## config.mk

```make
export PLATFORM = sky130hd
export DESIGN_NAME = q7_dot_accumulator
export DESIGN_NICKNAME = d
export VERILOG_FILES = /design/src/rtl/q7_pkg.sv /design/src/rtl/q7_sat.sv /design/src/rtl/q7_dot_accumulator.sv
export SDC_FILE = /design/constraint.sdc
export NUM_CORES = 1
export LEC_CHECK = 0
export ABC_AREA = 1
export ABC_CLOCK_PERIOD_IN_PS = 3600
export BUFFER_PORTS_ARGS = -buffer_cell sky130_fd_sc_hd__buf_2
export CORE_ASPECT_RATIO = 0.6
export CORE_MARGIN = 2
export CORE_UTILIZATION = 45
export DETAILED_ROUTE_END_ITERATION = 6
export GPL_TIMING_DRIVEN = 0
export PLACE_DENSITY = 0.64
export SETUP_SLACK_MARGIN = 0.3
export SYNTH_ARGS = -nofsm -noshare
export SYNTH_HDL_FRONTEND = slang
export SYNTH_SLANG_ARGS = --single-unit
```

## constraint.sdc

```tcl
create_clock -name clk -period 3.6 [get_ports clk]
set_input_delay 0.72 -clock clk [delete_from_list [all_inputs] [get_ports clk]]
set_output_delay 0.72 -clock clk [all_outputs]
set_load 0.01 [all_outputs]
```

## src/rtl/q7_pkg.sv

```systemverilog
// Shared Q1.7 constants and state encoding for the multiplier and downstream Q1.7 stages.
package q7_pkg;

  localparam logic signed [7:0] Q7_MAX = 8'sh7f;
  localparam logic signed [7:0] Q7_MIN = 8'sh80;

  typedef enum logic [1:0] {
    StIdle  = 2'd0,
    StAccum = 2'd1,
    StHold  = 2'd2
  } q7_state_e;

endpackage

```

## src/rtl/q7_sat.sv

```systemverilog
// Clamps a signed IN_W value into the Q1.7 range and flags when clamping occurred.
module q7_sat
  import q7_pkg::*;
#(
  parameter int unsigned IN_W = 16
) (
  input  logic signed [IN_W-1:0] in_val,
  output logic        [7:0]      out_val,
  output logic                   clamped
);

  localparam logic signed [IN_W-1:0] MaxV = IN_W'(Q7_MAX);
  localparam logic signed [IN_W-1:0] MinV = IN_W'(Q7_MIN);

  always_comb begin
    out_val = in_val[7:0];
    clamped = 1'b0;
    if (in_val > MaxV) begin
      out_val = Q7_MAX;
      clamped = 1'b1;
    end else if (in_val < MinV) begin
      out_val = Q7_MIN;
      clamped = 1'b1;
    end
  end

endmodule

```

## src/rtl/q7_dot_accumulator.sv

```systemverilog
// Streaming Q1.7 dot-product: accumulates product beats per vector, emits one saturated result.
module q7_dot_accumulator
  import q7_pkg::*;
#(
  parameter int unsigned ACC_W = 16,
  parameter int unsigned CNT_W = 8
) (
  input  logic             clk,
  input  logic             rst_n,
  input  logic             in_valid,
  output logic             in_ready,
  input  logic [7:0]       in_data,
  input  logic             in_last,
  output logic             out_valid,
  input  logic             out_ready,
  output logic [7:0]       out_data,
  output logic             out_sat,
  output logic [CNT_W-1:0] out_count
);

  localparam logic signed [ACC_W-1:0] AccMax = {1'b0, {(ACC_W-1){1'b1}}};
  localparam logic signed [ACC_W-1:0] AccMin = {1'b1, {(ACC_W-1){1'b0}}};

  q7_state_e               state_q, state_d;
  logic signed [ACC_W-1:0] acc_q, acc_d;
  logic [CNT_W-1:0]        cnt_q, cnt_d;
  logic                    sticky_q, sticky_d;
  logic [7:0]              out_data_q, out_data_d;
  logic                    out_sat_q, out_sat_d;
  logic [CNT_W-1:0]        out_count_q, out_count_d;

  logic signed [ACC_W:0]   sum;
  logic                    acc_ovf;
  logic signed [ACC_W-1:0] acc_next;
  logic [CNT_W-1:0]        cnt_inc;
  logic [7:0]              sat_val;
  logic                    sat_clamped;
  logic                    beat_acc;

  // One guard bit is enough: a single 8-bit addend can overflow ACC_W by at most one bit.
  assign sum      = {acc_q[ACC_W-1], acc_q} + {{(ACC_W-7){in_data[7]}}, in_data};
  assign acc_ovf  = sum[ACC_W] ^ sum[ACC_W-1];
  assign acc_next = acc_ovf ? (sum[ACC_W] ? AccMin : AccMax) : sum[ACC_W-1:0];
  assign cnt_inc  = (&cnt_q) ? cnt_q : cnt_q + CNT_W'(1);

  q7_sat #(
    .IN_W(ACC_W)
  ) u_sat (
    .in_val (acc_next),
    .out_val(sat_val),
    .clamped(sat_clamped)
  );

  assign in_ready  = (state_q != StHold);
  assign out_valid = (state_q == StHold);
  assign beat_acc  = in_valid && in_ready;
  assign out_data  = out_data_q;
  assign out_sat   = out_sat_q;
  assign out_count = out_count_q;

  always_comb begin
    state_d     = state_q;
    acc_d       = acc_q;
    cnt_d       = cnt_q;
    sticky_d    = sticky_q;
    out_data_d  = out_data_q;
    out_sat_d   = out_sat_q;
    out_count_d = out_count_q;
    unique case (state_q)
      StIdle, StAccum: begin
        if (beat_acc) begin
          acc_d    = acc_next;
          cnt_d    = cnt_inc;
          sticky_d = sticky_q | acc_ovf;
          if (in_last) begin
            state_d     = StHold;
            out_data_d  = sat_val;
            out_sat_d   = sticky_q | acc_ovf | sat_clamped;
            out_count_d = cnt_inc;
          end else begin
            state_d = StAccum;
          end
        end
      end
      StHold: begin
        if (out_ready) begin
          state_d  = StIdle;
          acc_d    = '0;
          cnt_d    = '0;
          sticky_d = 1'b0;
        end
      end
      default: state_d = StIdle;
    endcase
  end

  always_ff @(posedge clk or negedge rst_n) begin
    if (!rst_n) begin
      state_q     <= StIdle;
      acc_q       <= '0;
      cnt_q       <= '0;
      sticky_q    <= 1'b0;
      out_data_q  <= 8'h00;
      out_sat_q   <= 1'b0;
      out_count_q <= '0;
    end else begin
      state_q     <= state_d;
      acc_q       <= acc_d;
      cnt_q       <= cnt_d;
      sticky_q    <= sticky_d;
      out_data_q  <= out_data_d;
      out_sat_q   <= out_sat_d;
      out_count_q <= out_count_d;
    end
  end

endmodule

```

Word-level counts from Yosys, hierarchy flattened
Cells that the tools add are included.
{"block": "op_classes", "reduce_logical": 8, "order_cmp": 2, "n_bitwise": 3, "muxes": 20, "n_addsub": 2, "n_eq_ne": 5}
{"op": "16-bit two-way mux", "count": 4}
{"op": "8-bit two-way mux", "count": 5}
{"op": "16-bit one-hot mux with 2 select lines", "count": 1}
{"op": "16-bit by 8-bit adder with 17-bit output", "count": 1}
{"op": "16-bit by 8-bit greater-than comparator with 1-bit output (second input constant)", "count": 1}
{"op": "16-bit by 8-bit < comparator with 1-bit output (second input constant)", "count": 1}
{"op": "8-bit one-hot mux with 2 select lines", "count": 1}
{"op": "8-bit by 1-bit adder with 8-bit output (second input constant)", "count": 1}
{"op": "8-bit AND reduction", "count": 1}
{"op": "2-bit two-way mux", "count": 3}
{"op": "3-bit AND reduction", "count": 2}
{"op": "1-bit two-way mux", "count": 4}
{"op": "2-bit != test (second input constant)", "count": 2}
{"op": "2-bit one-hot mux with 2 select lines", "count": 1}
{"op": "2-bit by 1-bit == test with 1-bit output (second input constant)", "count": 1}
{"op": "2-bit == test (second input constant)", "count": 1}
{"op": "2-bit logical NOT", "count": 1}
{"op": "2-bit by 1-bit != test with 1-bit output (second input constant)", "count": 1}
{"op": "1-bit bitwise OR", "count": 2}
{"op": "1-bit one-hot mux with 2 select lines", "count": 1}
{"op": "2-bit AND reduction", "count": 1}
{"op": "2-bit nonzero test", "count": 1}
{"op": "2-bit OR reduction", "count": 1}
{"op": "1-bit logical AND", "count": 1}
{"op": "1-bit XOR", "count": 1}
{"block": "totals", "word_cells": 47, "input_bits": 13, "ff_bits": 44, "out_inout_bits": 19}

Longest topological paths before layout
{"block": "depth", "ltp_word": 7, "depth_mapped": 24, "ltp_nobuf": 22}

Modules after synthesis
Synthesis repeated with hierarchy kept, for this count alone.
{"block": "hier_totals", "cells_unflattened": 437, "hier_area_um2": 3121.7}
{"module": "q7_dot_accumulator", "n_inst": 1, "cells_each": 406, "seq_area_each_um2": 1101.1, "area_per_inst_um2": 2987.9}
{"module": "q7_sat", "n_inst": 1, "cells_each": 31, "seq_area_each_um2": 0.0, "area_per_inst_um2": 133.9}

Least setup slack after synthesis
No wires, ideal clock.
{"block": "synth_timing", "path_kind": "input port to flip-flop", "start": "input in_data[6]", "end": "register out_sat_q (netlist: out_sat)", "t_required_ns": 3.483, "path_slack_ns": 0.182, "n_path_buf": 2, "t_arrival_ns": 3.301, "path_stages": 23, "cell_sequence": "ha_1 -> nand2_1 -> nor2_1 -> and2_1 -> nand2_1 -> nand2_1 -> a21oi_1 -> o21bai_1 -> xor2_1 -> inv_1 -> ha_1 -> buf_6 -> inv_1 -> buf_2 -> nand3_1 -> nand2_1 -> nand2_1 -> nor2_1 -> nand2_1 -> nand2_4 -> nand2_1 -> nor2_1 -> nor2_1"}
{"block": "synth_between", "elab_chain_cells": 7, "elab_cells_between_ends": 10, "classes_between": "add/sub: 1; order compare: 2; mux: 4; bitwise: 3"}
{"item": "start: declaration", "line": "q7_dot_accumulator.sv:12", "source": "input logic [7:0] in_data,"}
{"item": "16-bit by 8-bit adder with 17-bit output *", "line": "q7_dot_accumulator.sv:41", "source": "assign sum = {acc_q[ACC_W-1], acc_q} + {{(ACC_W-7){in_data[7]}}, in_data};"}
{"item": "16-bit two-way mux or 1-bit XOR (tied branches)", "line": "q7_dot_accumulator.sv:43, q7_dot_accumulator.sv:42"}
{"item": "16-bit two-way mux", "line": "q7_dot_accumulator.sv:43", "source": "assign acc_next = acc_ovf ? (sum[ACC_W] ? AccMin : AccMax) : sum[ACC_W-1:0];"}
{"item": "16-bit by 8-bit < comparator with 1-bit output", "line": "q7_sat.sv:21", "source": "end else if (in_val < MinV) begin"}
{"item": "1-bit two-way mux", "line": "q7_sat.sv:21"}
{"item": "1-bit two-way mux", "line": "q7_sat.sv:18", "source": "if (in_val > MaxV) begin"}
{"item": "1-bit bitwise OR *", "line": "q7_dot_accumulator.sv:78", "source": "out_sat_d = sticky_q | acc_ovf | sat_clamped;"}
{"item": "end signal: assignment", "line": "q7_dot_accumulator.sv:112", "source": "out_sat_q <= out_sat_d;"}
{"item": "end: declaration", "line": "q7_dot_accumulator.sv:29", "source": "logic out_sat_q, out_sat_d;"}
Mark *: on every way between the ends. The rest lies on a longest branch, timed or not.
A chain may end at the register's enable or synchronous reset.

Worst setup path after layout
{"block": "layout_timing", "start": "input in_data[7]", "end": "register out_sat_q (netlist: out_sat)"}
The elaborated chain is that of the path after synthesis.

==> results.toml <==
[routing]
num_vias = 2999
dr.pass1.iters = 5
drt_iter0_drc = 317
wl_mm = 8.70
route.detailed.drc = 0
ant_nets = 0
routedWlPerCell_um = 14.8
viasPerCell = 5.10

[logic_synthesis]
yosysSeqAreaShare = 0.356
muxShareOfSynthArea = 0
yosys.area.top_type = "dfrtp_1"
syn_area_um2 = 3090
synth_cells = 440
synth_cell_types = 35
ys.flop_type = "dfrtp_1"
synthMostInstantiatedCell = "nand2_1"
synth_fp_nets = 473
synth_common_cells = "nand2_1, inv_1, dfrtp_1, o21ai_0, nor2_1"
synthTopCellsByArea = "dfrtp_1, nand2_1, ha_1"
yosys.area_share.adder = 0.0834
synth_seq_cells = 44
synth-xor-area-share = 0.0198
synth-edff-count = 0
syn_area_per_cell_um2 = 7.02
ys_warn_count = 0
synth_top_family_by_area = "simple AND/OR/NAND/NOR gates"
async_reset_ff_frac = 1.00
synth_top_area_share = 0.356
yosys.area_share.simple = 0.331
synth-compound-area-share = 0.107

[clock_tree]
numCtsBuffers = 5
cts_tree = "built"
cts_htree_levels = 2
insertion_delay_ns = 0.29
hold_buffers = 0
clockBufferDepth = 2
clock-root-buffer = "clkbuf_16"
cts_sinks = 44
path_clk_slew_ns = 0.06

[setup_path]
worstPathArrival_ns = 3.54
r2r-start = "acc_q[6]$_DFFE_PN0P_"
startpoint_type = "primary input"
critPathLaunch = "in_data[7]"
endpoint_kind = "flip-flop"
cp_slowest_cell = "ha_1"
max_stage_delay_ns = 0.29
path_class = "primary input to flip-flop"
cp.required_ns = 3.78
path_cells = "buf_12 > ha_4 > nand2_4 > inv_2 > nand2_2 > nand2_2 > a21oi_4 > nand2_4 > a21oi_2 > o21bai_1 > xor2_1 > inv_1 > ha_1 > buf_6 > inv_4 > buf_8 > nand3_1 > nand3_2 > nor2_2 > nand2_2 > nand2_4 > nand2_1 > nor2_1 > nor2_1"
cp_max_fo = 8

[floorplan]
dieHeight_um = 68.2
initial_utilization = 0.465
ioPinCount = 32
num_rows = 23
chipWidth_um = 111
core_area_um2 = 6650
dieArea_um2 = 7570

[global_route]
grt_antenna_before_repair = 0
grt_pass1_vias = 2714
overflow = 0
grt_usage = 0.239
grt_pass1_wl_mm = 13.8
grt_start_max_net_pins = 45

[sta]
fin_ws_ns = 0.246
finalCriticalPeriod_ns = 3.35
drv_slew = 0
final-setup-viol-count = 0
max_freq_mhz = 298
post-route-period-util = 0.932
hold_viol = 0
slew-limit-headroom = 0.325
tightest_slew_ns = 1.01
skew_ns = 0.00539
rsz0062_at_grt = "yes"

[placement]
place_ws_ns = -0.463
dp_hpwl_mm = 6.30
placed_area_um2 = 3490
port-buffer-count = 31
place_congestion = 0.864
dp.cells = 558

[final_layout]
antenna_cells = 0
drive_above_1_share = 0.293
fillers = 585
area_growth_pct = 33.0
fin_cells = 588
fin_area_um2 = 4110
nNetsFinal = 534
utilization = 0.618

[min_path]
worst_hold_startpoint = "out_count[6]$_DFFE_PN0P_"
min_path_type = "flip-flop to flip-flop"

[outcome]
status = "completed"

[flow_run]
drv_cap = 0
## final cells by class
class / count / area [um2] / share of cell area
buffer: 9 / 81.3 / 0.0198
inverter: 65 / 246 / 0.0600
clock inverter: 2 / 60.1 / 0.0146
clock buffer: 5 / 125 / 0.0305
tap: 87 / 109 / 0.0265
timing repair buffer: 54 / 355 / 0.0865
sequential: 44 / 1100 / 0.268
multi-input combinational: 322 / 2030 / 0.494
## path summary, 6_finish.rpt
path / to / slack, ns / cells after the start
setup / recovery: out_sat$_DFFE_PN0P_ / 0.25 / 24
hold / removal: out_count[6]$_DFFE_PN0P_ / 0.48 / 2
setup reg to reg: out_sat$_DFFE_PN0P_ / 0.34 / 23
hold reg to reg: out_count[6]$_DFFE_PN0P_ / 0.48 / 2
max in group asynchronous: acc_q[13]$_DFFE_PN0P_ / 2.37 / 1
min in group asynchronous: acc_q[6]$_DFFE_PN0P_ / 0.61 / 1
## timing repair
action / CTS / global route
gates cloned: 0 / 0
setup buffers: 20 / 3
setup endpoints to repair: 18 / 11
pin swaps: 31 / 24
gates resized for setup: 40 / 26
## layer usage
layer  track usage  vias to the layer above  wire length, um
met2         0.342                       91             3480
met4        0.0578                        0               75
met3        0.0505                        6              632
met1         0.366                     1387             4510
li1              -                     1515                -
met5             0                        -                0
## cell families (layout without fill, tap and decap cells)
family                     count (synthesis)  in the layout
AOI/OAI and AO/OA                         59             59
xor gates and xnor gates                   7              7
adders and majority gates                 20             20
buffers and inverters                     74            135
DFF                                       44             44
and+or+nand+nor                          236            236
## state kept, by name, summed over array words and instances (netlist names)
register and flops:
acc_q 16, cnt_q 8, out_count 8, out_data 8, out_sat 1, state_q 2
sticky_q 1
## cells in the final DEF (no fill, tap or decap), types with 2 or more instances in the layout
cell type	instances
xor2_1	5
o21ai_0	29
clkbuf_1	4
buf_6	2
dfrtp_1	44
buf_8	2
inv_2	4
nand2_4	10
ha_1	6
clkbuf_16	5
nor2_4	2
bufinv_16	2
a21oi_4	2
nand3_1	17
nand3_4	3
o22ai_1	6
buf_2	30
ha_4	12
buf_12	2
nor3_1	4
o21ai_1	4
a32o_1	3
buf_4	22
xnor2_1	2
inv_1	59
a21oi_2	4
nand2_2	26
a21oi_1	8
nand3_2	7
nand2_1	134
nor2_1	23
nor2_2	4
## worst max-delay path, delay by kind of cell
kind	cells	cell delay [ns]
xor gates and xnor gates	1	0.22
adders and majority gates	2	0.56
and+or+nand+nor	12	1.03
buffers and inverters	6	0.58
AOI/OAI and AO/OA	3	0.40
## per-stage QoR
stage / hold WS, ns / TNS [ns]
final: 0.476 / 0
after global routing: 0.493 / 0
after CTS: 0.481 / 0
after detailed placement: 0.460 / -4.38
after global placement: 0.462 / -3.62
after floorplan: 0.424 / 0
Power is not shown: default switching activity piles up to over one toggle a cycle in this logic, so the estimate is an artifact.
